## src/rtl/spi_cmd_regfile.sv

```systemverilog
// spi_cmd_regfile
//   Command/register stage behind the SPI slave byte engine. It parses one command
//   byte plus data bytes for each chip-select frame. It reads or writes a small
//   register bank and hands read data back to the slave as tx_byte/tx_valid.
//   Register 0 is a read-only ID. Register 1 drives the board LEDs.
//
// Optional feature (macro SPI_REGS_AUTOINC_EN):
//   defined   - the address increments after each write data byte and after each
//               read tx load (burst mode). It wraps from NREGS-1 to 0.
//   undefined - the address is fixed for the whole frame. Only the first write data
//               byte is used, and reads return the same register repeatedly.
//
// Ports:
//   clk        system clock
//   rst_n      asynchronous active-low reset
//   ssel_n     SPI chip select from the pin (active-low, asynchronous to clk)
//   rx_byte    received byte, qualified by rx_valid
//   rx_valid   1-clk pulse: rx_byte complete
//   tx_byte    next byte for the slave to shift out (holds between loads)
//   tx_valid   1-clk pulse: load tx_byte into the slave
//   led        contents of register 1
//   wr_strobe  1-clk pulse on every accepted register write
//   wr_addr    address of the last accepted write
//   busy       high while a frame is open
//   err        sticky out-of-range / reg-0 write flag, cleared by reset only
module spi_cmd_regfile #(
    parameter int unsigned NREGS    = 8,
    parameter logic [7:0]  ID_VALUE = 8'h5A,
    parameter logic [7:0]  BAD_RD   = 8'hEE
) (
    input  logic       clk,
    input  logic       rst_n,
    input  logic       ssel_n,
    input  logic [7:0] rx_byte,
    input  logic       rx_valid,
    output logic [7:0] tx_byte,
    output logic       tx_valid,
    output logic [7:0] led,
    output logic       wr_strobe,
    output logic [6:0] wr_addr,
    output logic       busy,
    output logic       err
);

    localparam int unsigned AW      = $clog2(NREGS);
    localparam logic [7:0]  NREGS_B = 8'(NREGS);

    typedef enum logic [1:0] {StIdle, StCmd, StData} state_e;

    state_e      state_q, state_d;
    logic        ssel_meta_q, ssel_meta_d;
    logic        ssel_sync_q, ssel_sync_d;
    logic        ssel_prev_q, ssel_prev_d;
    logic        rw_q, rw_d;
    logic [6:0]  addr_q, addr_d;
    logic        done_q, done_d;
    logic [7:0]  regs_q [NREGS];
    logic [7:0]  regs_d [NREGS];
    logic [7:0]  tx_byte_q, tx_byte_d;
    logic        tx_valid_q, tx_valid_d;
    logic        wr_strobe_q, wr_strobe_d;
    logic [6:0]  wr_addr_q, wr_addr_d;
    logic        busy_q, busy_d;
    logic        err_q, err_d;

    logic          frame_close;
    logic [6:0]    cur_addr;
    logic [AW-1:0] cur_idx;
    logic          cur_in_rng;
    logic [7:0]    rd_val;

`ifdef SPI_REGS_AUTOINC_EN
    localparam logic [6:0] LAST_ADDR = 7'(NREGS - 1);

    function automatic logic [6:0] addr_inc(input logic [6:0] a);
        return (a == LAST_ADDR) ? 7'd0 : a + 7'd1;
    endfunction
`endif

    // Closing edge of the synchronised chip select
    assign frame_close = ssel_sync_q & ~ssel_prev_q;

    // In CMD the address comes straight from the command byte. Otherwise it is the latched one.
    assign cur_addr   = (state_q == StCmd) ? rx_byte[6:0] : addr_q;
    assign cur_idx    = cur_addr[AW-1:0];
    // Full 7-bit compare so out-of-range addresses never alias onto real registers
    assign cur_in_rng = ({1'b0, cur_addr} < NREGS_B);

    always_comb begin
        rd_val = regs_q[cur_idx];
        if (!cur_in_rng) begin
            rd_val = BAD_RD;
        end else if (cur_addr == 7'd0) begin
            rd_val = ID_VALUE;
        end
    end

    always_comb begin
        ssel_meta_d = ssel_n;
        ssel_sync_d = ssel_meta_q;
        ssel_prev_d = ssel_sync_q;
        state_d     = state_q;
        rw_d        = rw_q;
        addr_d      = addr_q;
        done_d      = done_q;
        regs_d      = regs_q;
        tx_byte_d   = tx_byte_q;
        tx_valid_d  = 1'b0;
        wr_strobe_d = 1'b0;
        wr_addr_d   = wr_addr_q;
        err_d       = err_q;

        if (frame_close) begin
            // Close beats any coincident rx_valid. That byte is dropped.
            state_d = StIdle;
        end else begin
            unique case (state_q)
                StIdle: begin
                    if (!ssel_sync_q) begin
                        state_d = StCmd;
                    end
                end
                StCmd: begin
                    if (rx_valid) begin
                        rw_d    = rx_byte[7];
                        addr_d  = rx_byte[6:0];
                        done_d  = 1'b0;
                        state_d = StData;
                        if (rx_byte[7]) begin
                            tx_byte_d  = rd_val;
                            tx_valid_d = 1'b1;
                            if (!cur_in_rng) begin
                                err_d = 1'b1;
                            end
`ifdef SPI_REGS_AUTOINC_EN
                            addr_d = addr_inc(rx_byte[6:0]);
`endif
                        end
                    end
                end
                StData: begin
                    if (rx_valid) begin
                        if (rw_q) begin
                            // Incoming byte is a dummy; answer with the next read
                            tx_byte_d  = rd_val;
                            tx_valid_d = 1'b1;
                            if (!cur_in_rng) begin
                                err_d = 1'b1;
                            end
`ifdef SPI_REGS_AUTOINC_EN
                            addr_d = addr_inc(addr_q);
`endif
                        end else if (!done_q) begin
                            if (cur_in_rng && (addr_q != 7'd0)) begin
                                regs_d[cur_idx] = rx_byte;
                                wr_strobe_d     = 1'b1;
                                wr_addr_d       = addr_q;
                            end else begin
                                err_d = 1'b1;
                            end
`ifdef SPI_REGS_AUTOINC_EN
                            addr_d = addr_inc(addr_q);
`else
                            done_d = 1'b1;
`endif
                        end
                    end
                end
                default: state_d = StIdle;
            endcase
        end

        busy_d = (state_d != StIdle);
    end

    always_ff @(posedge clk or negedge rst_n) begin
        if (!rst_n) begin
            ssel_meta_q <= 1'b1;
            ssel_sync_q <= 1'b1;
            ssel_prev_q <= 1'b1;
            state_q     <= StIdle;
            rw_q        <= 1'b0;
            addr_q      <= 7'd0;
            done_q      <= 1'b0;
            regs_q      <= '{default: '0};
            tx_byte_q   <= 8'd0;
            tx_valid_q  <= 1'b0;
            wr_strobe_q <= 1'b0;
            wr_addr_q   <= 7'd0;
            busy_q      <= 1'b0;
            err_q       <= 1'b0;
        end else begin
            ssel_meta_q <= ssel_meta_d;
            ssel_sync_q <= ssel_sync_d;
            ssel_prev_q <= ssel_prev_d;
            state_q     <= state_d;
            rw_q        <= rw_d;
            addr_q      <= addr_d;
            done_q      <= done_d;
            regs_q      <= regs_d;
            tx_byte_q   <= tx_byte_d;
            tx_valid_q  <= tx_valid_d;
            wr_strobe_q <= wr_strobe_d;
            wr_addr_q   <= wr_addr_d;
            busy_q      <= busy_d;
            err_q       <= err_d;
        end
    end

    assign tx_byte   = tx_byte_q;
    assign tx_valid  = tx_valid_q;
    assign led       = regs_q[1];
    assign wr_strobe = wr_strobe_q;
    assign wr_addr   = wr_addr_q;
    assign busy      = busy_q;
    assign err       = err_q;

endmodule

```

## config.mk

```make
export PLATFORM = sky130hd
export DESIGN_NAME = spi_cmd_regfile
export DESIGN_NICKNAME = d
export VERILOG_FILES = /design/src/rtl/spi_cmd_regfile.sv
export SDC_FILE = /design/constraint.sdc
export NUM_CORES = 1
export LEC_CHECK = 0
export CAP_MARGIN = 0
export CORE_MARGIN = 2
export CORE_UTILIZATION = 32
export DETAILED_ROUTE_END_ITERATION = 8
export PLACE_DENSITY = 0.49
export SLEW_MARGIN = 25
export SYNTH_ARGS = -nofsm -noshare
export SYNTH_HDL_FRONTEND = slang
export SYNTH_SLANG_ARGS = --single-unit
```

## constraint.sdc

```tcl
create_clock -name clk -period 2.55 [get_ports clk]
set_clock_uncertainty 0.2 [all_clocks]
set_input_delay 0.51 -clock clk [delete_from_list [all_inputs] [get_ports clk]]
set_output_delay 0.51 -clock clk [all_outputs]
set_load 0.02 [all_outputs]
```

Word-level counts from Yosys, hierarchy flattened
Cells that the tools add are included.
{ "word_totals": {"ff_bits": 97, "output_inout_bits": 27, "wordCells": 93} }
{ "classes": {"order_cmp": 3, "eq_ne": 9, "muxes": 42, "bitwise_logic": 6, "n_reduce_logical": 12} }
{ "op_table": {"columns": ["operator", "count"], "rows": [
  ["8-bit 2-to-1 mux", 9],
  ["64-bit bitwise mux", 1],
  ["8-bit binary-select mux with 3-bit select", 1],
  ["8-bit demux with 3-bit select", 1],
  ["1-bit 2-to-1 mux", 21],
  ["8-bit case mux with 2 select lines", 1],
  ["6-bit AND reduction", 2],
  ["2-bit inequality test, second input constant", 5],
  ["7-bit logical NOT", 1],
  ["7-bit by 4-bit less-than comparator with 1-bit output, second input constant", 1],
  ["7-bit 2-to-1 mux", 1],
  ["7-bit AND reduction", 1],
  ["7-bit nonzero test", 1],
  ["2-bit 2-to-1 mux", 3],
  ["3-bit inequality test, second input constant", 2],
  ["1-bit case mux with 2 select lines", 3],
  ["2-bit case mux with 3 select lines", 1],
  ["5-bit AND reduction", 1],
  ["4-bit greater-or-equal comparator, second input constant", 1],
  ["4-bit by 1-bit less-than comparator with 1-bit output, second input constant", 1],
  ["1-bit inverter", 4],
  ["3-bit inverter with 4-bit output", 1],
  ["2-bit nonzero test", 2],
  ["3-bit AND reduction", 1],
  ["other kinds (5)", 6]
]} }

Depth between registers and ports, before layout
{ "logic_depth": {"depth_word": 11, "depth_mapped": 10, "depth_no_buf": 7} }

Worst setup path before layout
Ideal clock, no wire load.
{ "synth_timing": {"path_type": "flip-flop to flip-flop", "startpoint": "register state_q[1]", "endpoint": "register regs_q (netlist bit led[1])", "arrival_ps": 2418, "required_ps": 2225, "setup_slack_ps": -193, "path_stages_with_launch": 10, "cell_sequence": "dfrtp_1 inv_1 ha_1 buf_4 or4b_1 o22ai_2 nor3b_4 buf_8 nand3_4 mux2_4"} }
{ "synth_between": {"elab_chain_len": 8} }
{ "synth_rtl": {"columns": ["element", "line", "rtl"], "rows": [
  ["start, declared", "50", "state_e state_q, state_d;"],
  ["start signal, assigned", "181", "state_q <= StIdle;"],
  ["start signal, assigned", "196", "state_q <= state_d;"],
  ["2-bit by 1-bit equality test with 1-bit output", "84", "assign cur_addr = (state_q == StCmd) ? rx_byte[6:0] : addr_q;"],
  ["7-bit 2-to-1 mux", "84", null],
  ["3-bit inverter with 4-bit output (implied by the code)", "155", "regs_d[cur_idx] = rx_byte;"],
  ["4-bit greater-or-equal comparator (implied by the code) or 4-bit by 1-bit less-than comparator with 1-bit output (tied branches)", "155", null],
  ["1-bit logical AND (implied by the code)", "155", null],
  ["8-bit 2-to-1 mux (implied by the code)", "155", null],
  ["8-bit demux with 3-bit select", "155", null],
  ["64-bit bitwise mux", "155", null],
  ["end signal, assigned", "200", "regs_q <= regs_d;"],
  ["end, declared", "57", "logic [7:0] regs_q [NREGS];"]
]} }
Several ways; a longest one is shown, not always the timed one.
A chain may end at the register's enable or synchronous reset.

Worst setup path after layout
{ "layout_timing": {"startpoint": "register state_q[1]", "endpoint": "register regs_q (netlist bit led[7])"} }
The elaborated chain is that of the path after synthesis.

==> impl_metrics.ini <==
[floorplan]
fp.dieArea_um2 = 14360
die_h_um = 119.8
floorplan.die.width_um = 119.8
core_area_um2 = 13190
start_util = 0.3255
rows = 42
ios = 39

[setup_path]
regToRegSetupSlack_ps = -10
endpoint = led[7]
cp-start-kind = register
reg2regPathDepth = 8
worstPathMaxFanout = 8
worstSetupPathType = reg2reg
setup.worst_path.start = state_q[1]
r2r_end = led[7]
required_ps = 2580
endpoint_kind = register
reg2reg_from = state_q[1]
cp.arrival_ps = 2590

[synthesis]
synth_top_area_share = 0.5130
synth_edf_count = 0
yosysSeqAreaShare = 0.5313
synth_cells = 334
ys_ff_latch = 91
netlist_area_um2 = 4293
ys_warn_count = 0
synth_nets = 350
ys_async_sr_fraction = 1.000
ys_top_cells_by_area = dfrtp_1, mux2_2, mux2_4, nand2_1, buf_4
yosysTopAreaCell = dfrtp_1
ys_types = 51
synth.avg_cell_area_um2 = 12.85
synth_ff_type = dfrtp_1

[drt]
dr_wl_met2_um = 5152
drt_wl_total_um = 10650
vias = 2941
dr.max_layer_used = met4
wl_per_cell_um = 17.87
wl_met1_um = 5009
drc = 0
via_per_inst = 4.935
drt_iter0_drc = 129
dr.pass1.iters = 4
antenna_left = 0
wl_met3_um = 362

[clocking]
cts.path.max_buffers = 2
cts-root-buf = clkbuf_16
cts_tree = built
cts.sinks = 91
clk_pin_slew_ps = 60
cts-buffers-inserted = 9
cts_htree_levels = 3
clock_latency_ps = 340

[power_and_ir_drop]
cellPowerDensity_nw_per_um2 = 952.3
power_w = 0.005285
ir_drop_v = 0.0004111
leakage_nw = 2.542

[run_status]
status = finished with violations
violations = setup timing

[sta]
hold_viol = 0
slew_viol_final = 0
layout_min_cycle_time_ps = 2563
worst_slack_ps = -13.13
worst_pin_slew_ps = 585.7
rsz0062_at_grt = true
setup_viol = 8
fin_tns_setup_ps = -67.92
max_freq_mhz = 390.1
max_slew_margin = 0.6095
fin_crit_sh = 1.005
whs_ps = 157.9

[run]
maxCapViolations = 0

[layout]
final_nets = 431
diodes = 0
drive_gt1_frac = 0.4048
syn2layout_area_growth_pct = 29.29

[global_routing]
grt_max_degree = 44
grt_pass1_vias = 3125
grt_antenna_before_repair = 0
grt_pass1_wl_um = 17590
grt-ovfl-total = 0
grt_use_total = 0.1615

[place]
pre_cts_ws_ps = -484.1
port_buffers = 38
hpwl_um = 7725
place_congestion = 0.8265

[min_path]
min_path_type = reg2reg
whs_path_depth = 0
critical path, cell delays in order, from the launching register on:
cell	delay [ps]
dfrtp_1	390
inv_2	80
ha_4	150
or4b_4	470
o22ai_4	120
nor3b_4	260
buf_12	170
nand3_4	220
mux2_4	370
kinds of logic (layout without fill, tap and decap cells):
group           Yosys count  count (layout)  synth area share
flops                    91              91            0.5313
mux                      81              81            0.2247
simple gates             81              81            0.1064
compound gates           48              48           0.08453
buf+inv                  29             115           0.04138
fa+ha+maj                 4               4           0.01166
power breakdown:
part | switching, W | internal (W) | leakage, nW
Sequential | 0.000206 | 0.00168 | 1.21
Clock | 0.000588 | 0.000667 | 0.136
Combinational | 0.00109 | 0.00105 | 1.20
Total | 0.00189 | 0.00340 | 2.54
flip-flops by register name, indices dropped and copies added, names as in the netlist, 2 cells and up:
| name | flops |
|---|---|
| addr_q | 7 |
| led | 8 |
| regs_q | 50 |
| state_q | 2 |
| tx_byte | 8 |
| wr_addr | 7 |
placed cells by master, fill, tap and decap left out, types with 6 or more instances in the layout:
master            n
buf_4            51
dfrtp_1          88
mux2_2           58
mux2_4           17
nand2_1          29
clkbuf_16         9
clkdlybuf4s50_1  34
a21oi_1           7
nor2_1           15
o21ai_0           9
a221oi_1          6
routing by layer:
metal / GRT usage / vias to the layer above
met3: 0.02994 / 10
met2: 0.2618 / 60
met5: 0 / -
met4: 0.05147 / 0
li1: - / 1388
met1: 0.2195 / 1483
layout make-up:
class / instances / area, um2
clock buffer: 9 / 225.2
tap: 176 / 220.2
inverter: 4 / 15.01
sequential: 91 / 2281
timing repair buffer: 95 / 870.8
fill: 1267 / 7640
clock inverter: 7 / 52.55
multi-input combinational: 214 / 1886
Yosys cell counts (2+ instances only):
| master | n |
|---|---|
| dfstp_2 | 3 |
| ha_1 | 4 |
| buf_6 | 2 |
| inv_1 | 4 |
| a22oi_1 | 2 |
| nand3_4 | 2 |
| clkbuf_1 | 9 |
| a32o_1 | 4 |
| buf_4 | 11 |
| nand2b_1 | 3 |
| nor4b_1 | 2 |
| o21ai_0 | 9 |
| a21oi_1 | 7 |
| mux2_4 | 16 |
| mux2i_1 | 6 |
| nor2b_1 | 4 |
| a221oi_1 | 6 |
| nor3_1 | 4 |
| nand3_2 | 5 |
| a221o_1 | 2 |
| o32a_1 | 3 |
| a211oi_1 | 2 |
| nand3_1 | 5 |
| and2_1 | 2 |
| a32oi_1 | 2 |
| dfrtp_1 | 88 |
| nand2_1 | 29 |
| a22o_1 | 2 |
| nor2_1 | 15 |
| nor4_1 | 2 |
| mux2_2 | 59 |
worst min-delay path by stage:
| stage | start | slack [ps] | to |
|---|---|---|---|
| finish | ssel_meta_q | 160 | ssel_prev_d |
| global route | ssel_meta_q | 160 | ssel_prev_d |
| CTS | ssel_meta_q | 160 | ssel_prev_d |
| detailed placement | ssel_meta_q | 150 | ssel_prev_d |
| global placement | ssel_meta_q | 150 | ssel_prev_d |
| floorplan | rst_n | 10 | addr_q[0] |
through the flow:
stage                     area [um2]  cells  utilization
after global placement          5200    576       0.3942
after floorplan                 4297    334            -
final                           5550    596       0.4208
after CTS                       5523    595       0.4187
after global routing            5550    596       0.4208
after detailed placement        5200    576       0.3942
repair_timing:
action                                  4_1_cts  5_1_grt
hold endpoints to repair                     31        0
buffers inserted                              2        2
endpoints found under the setup margin       61       63
resized for setup                             8        4
hold buffers                                  1        0
gates cloned                                  0        0
No activity file was read; power rests on OpenSTA's default activity.
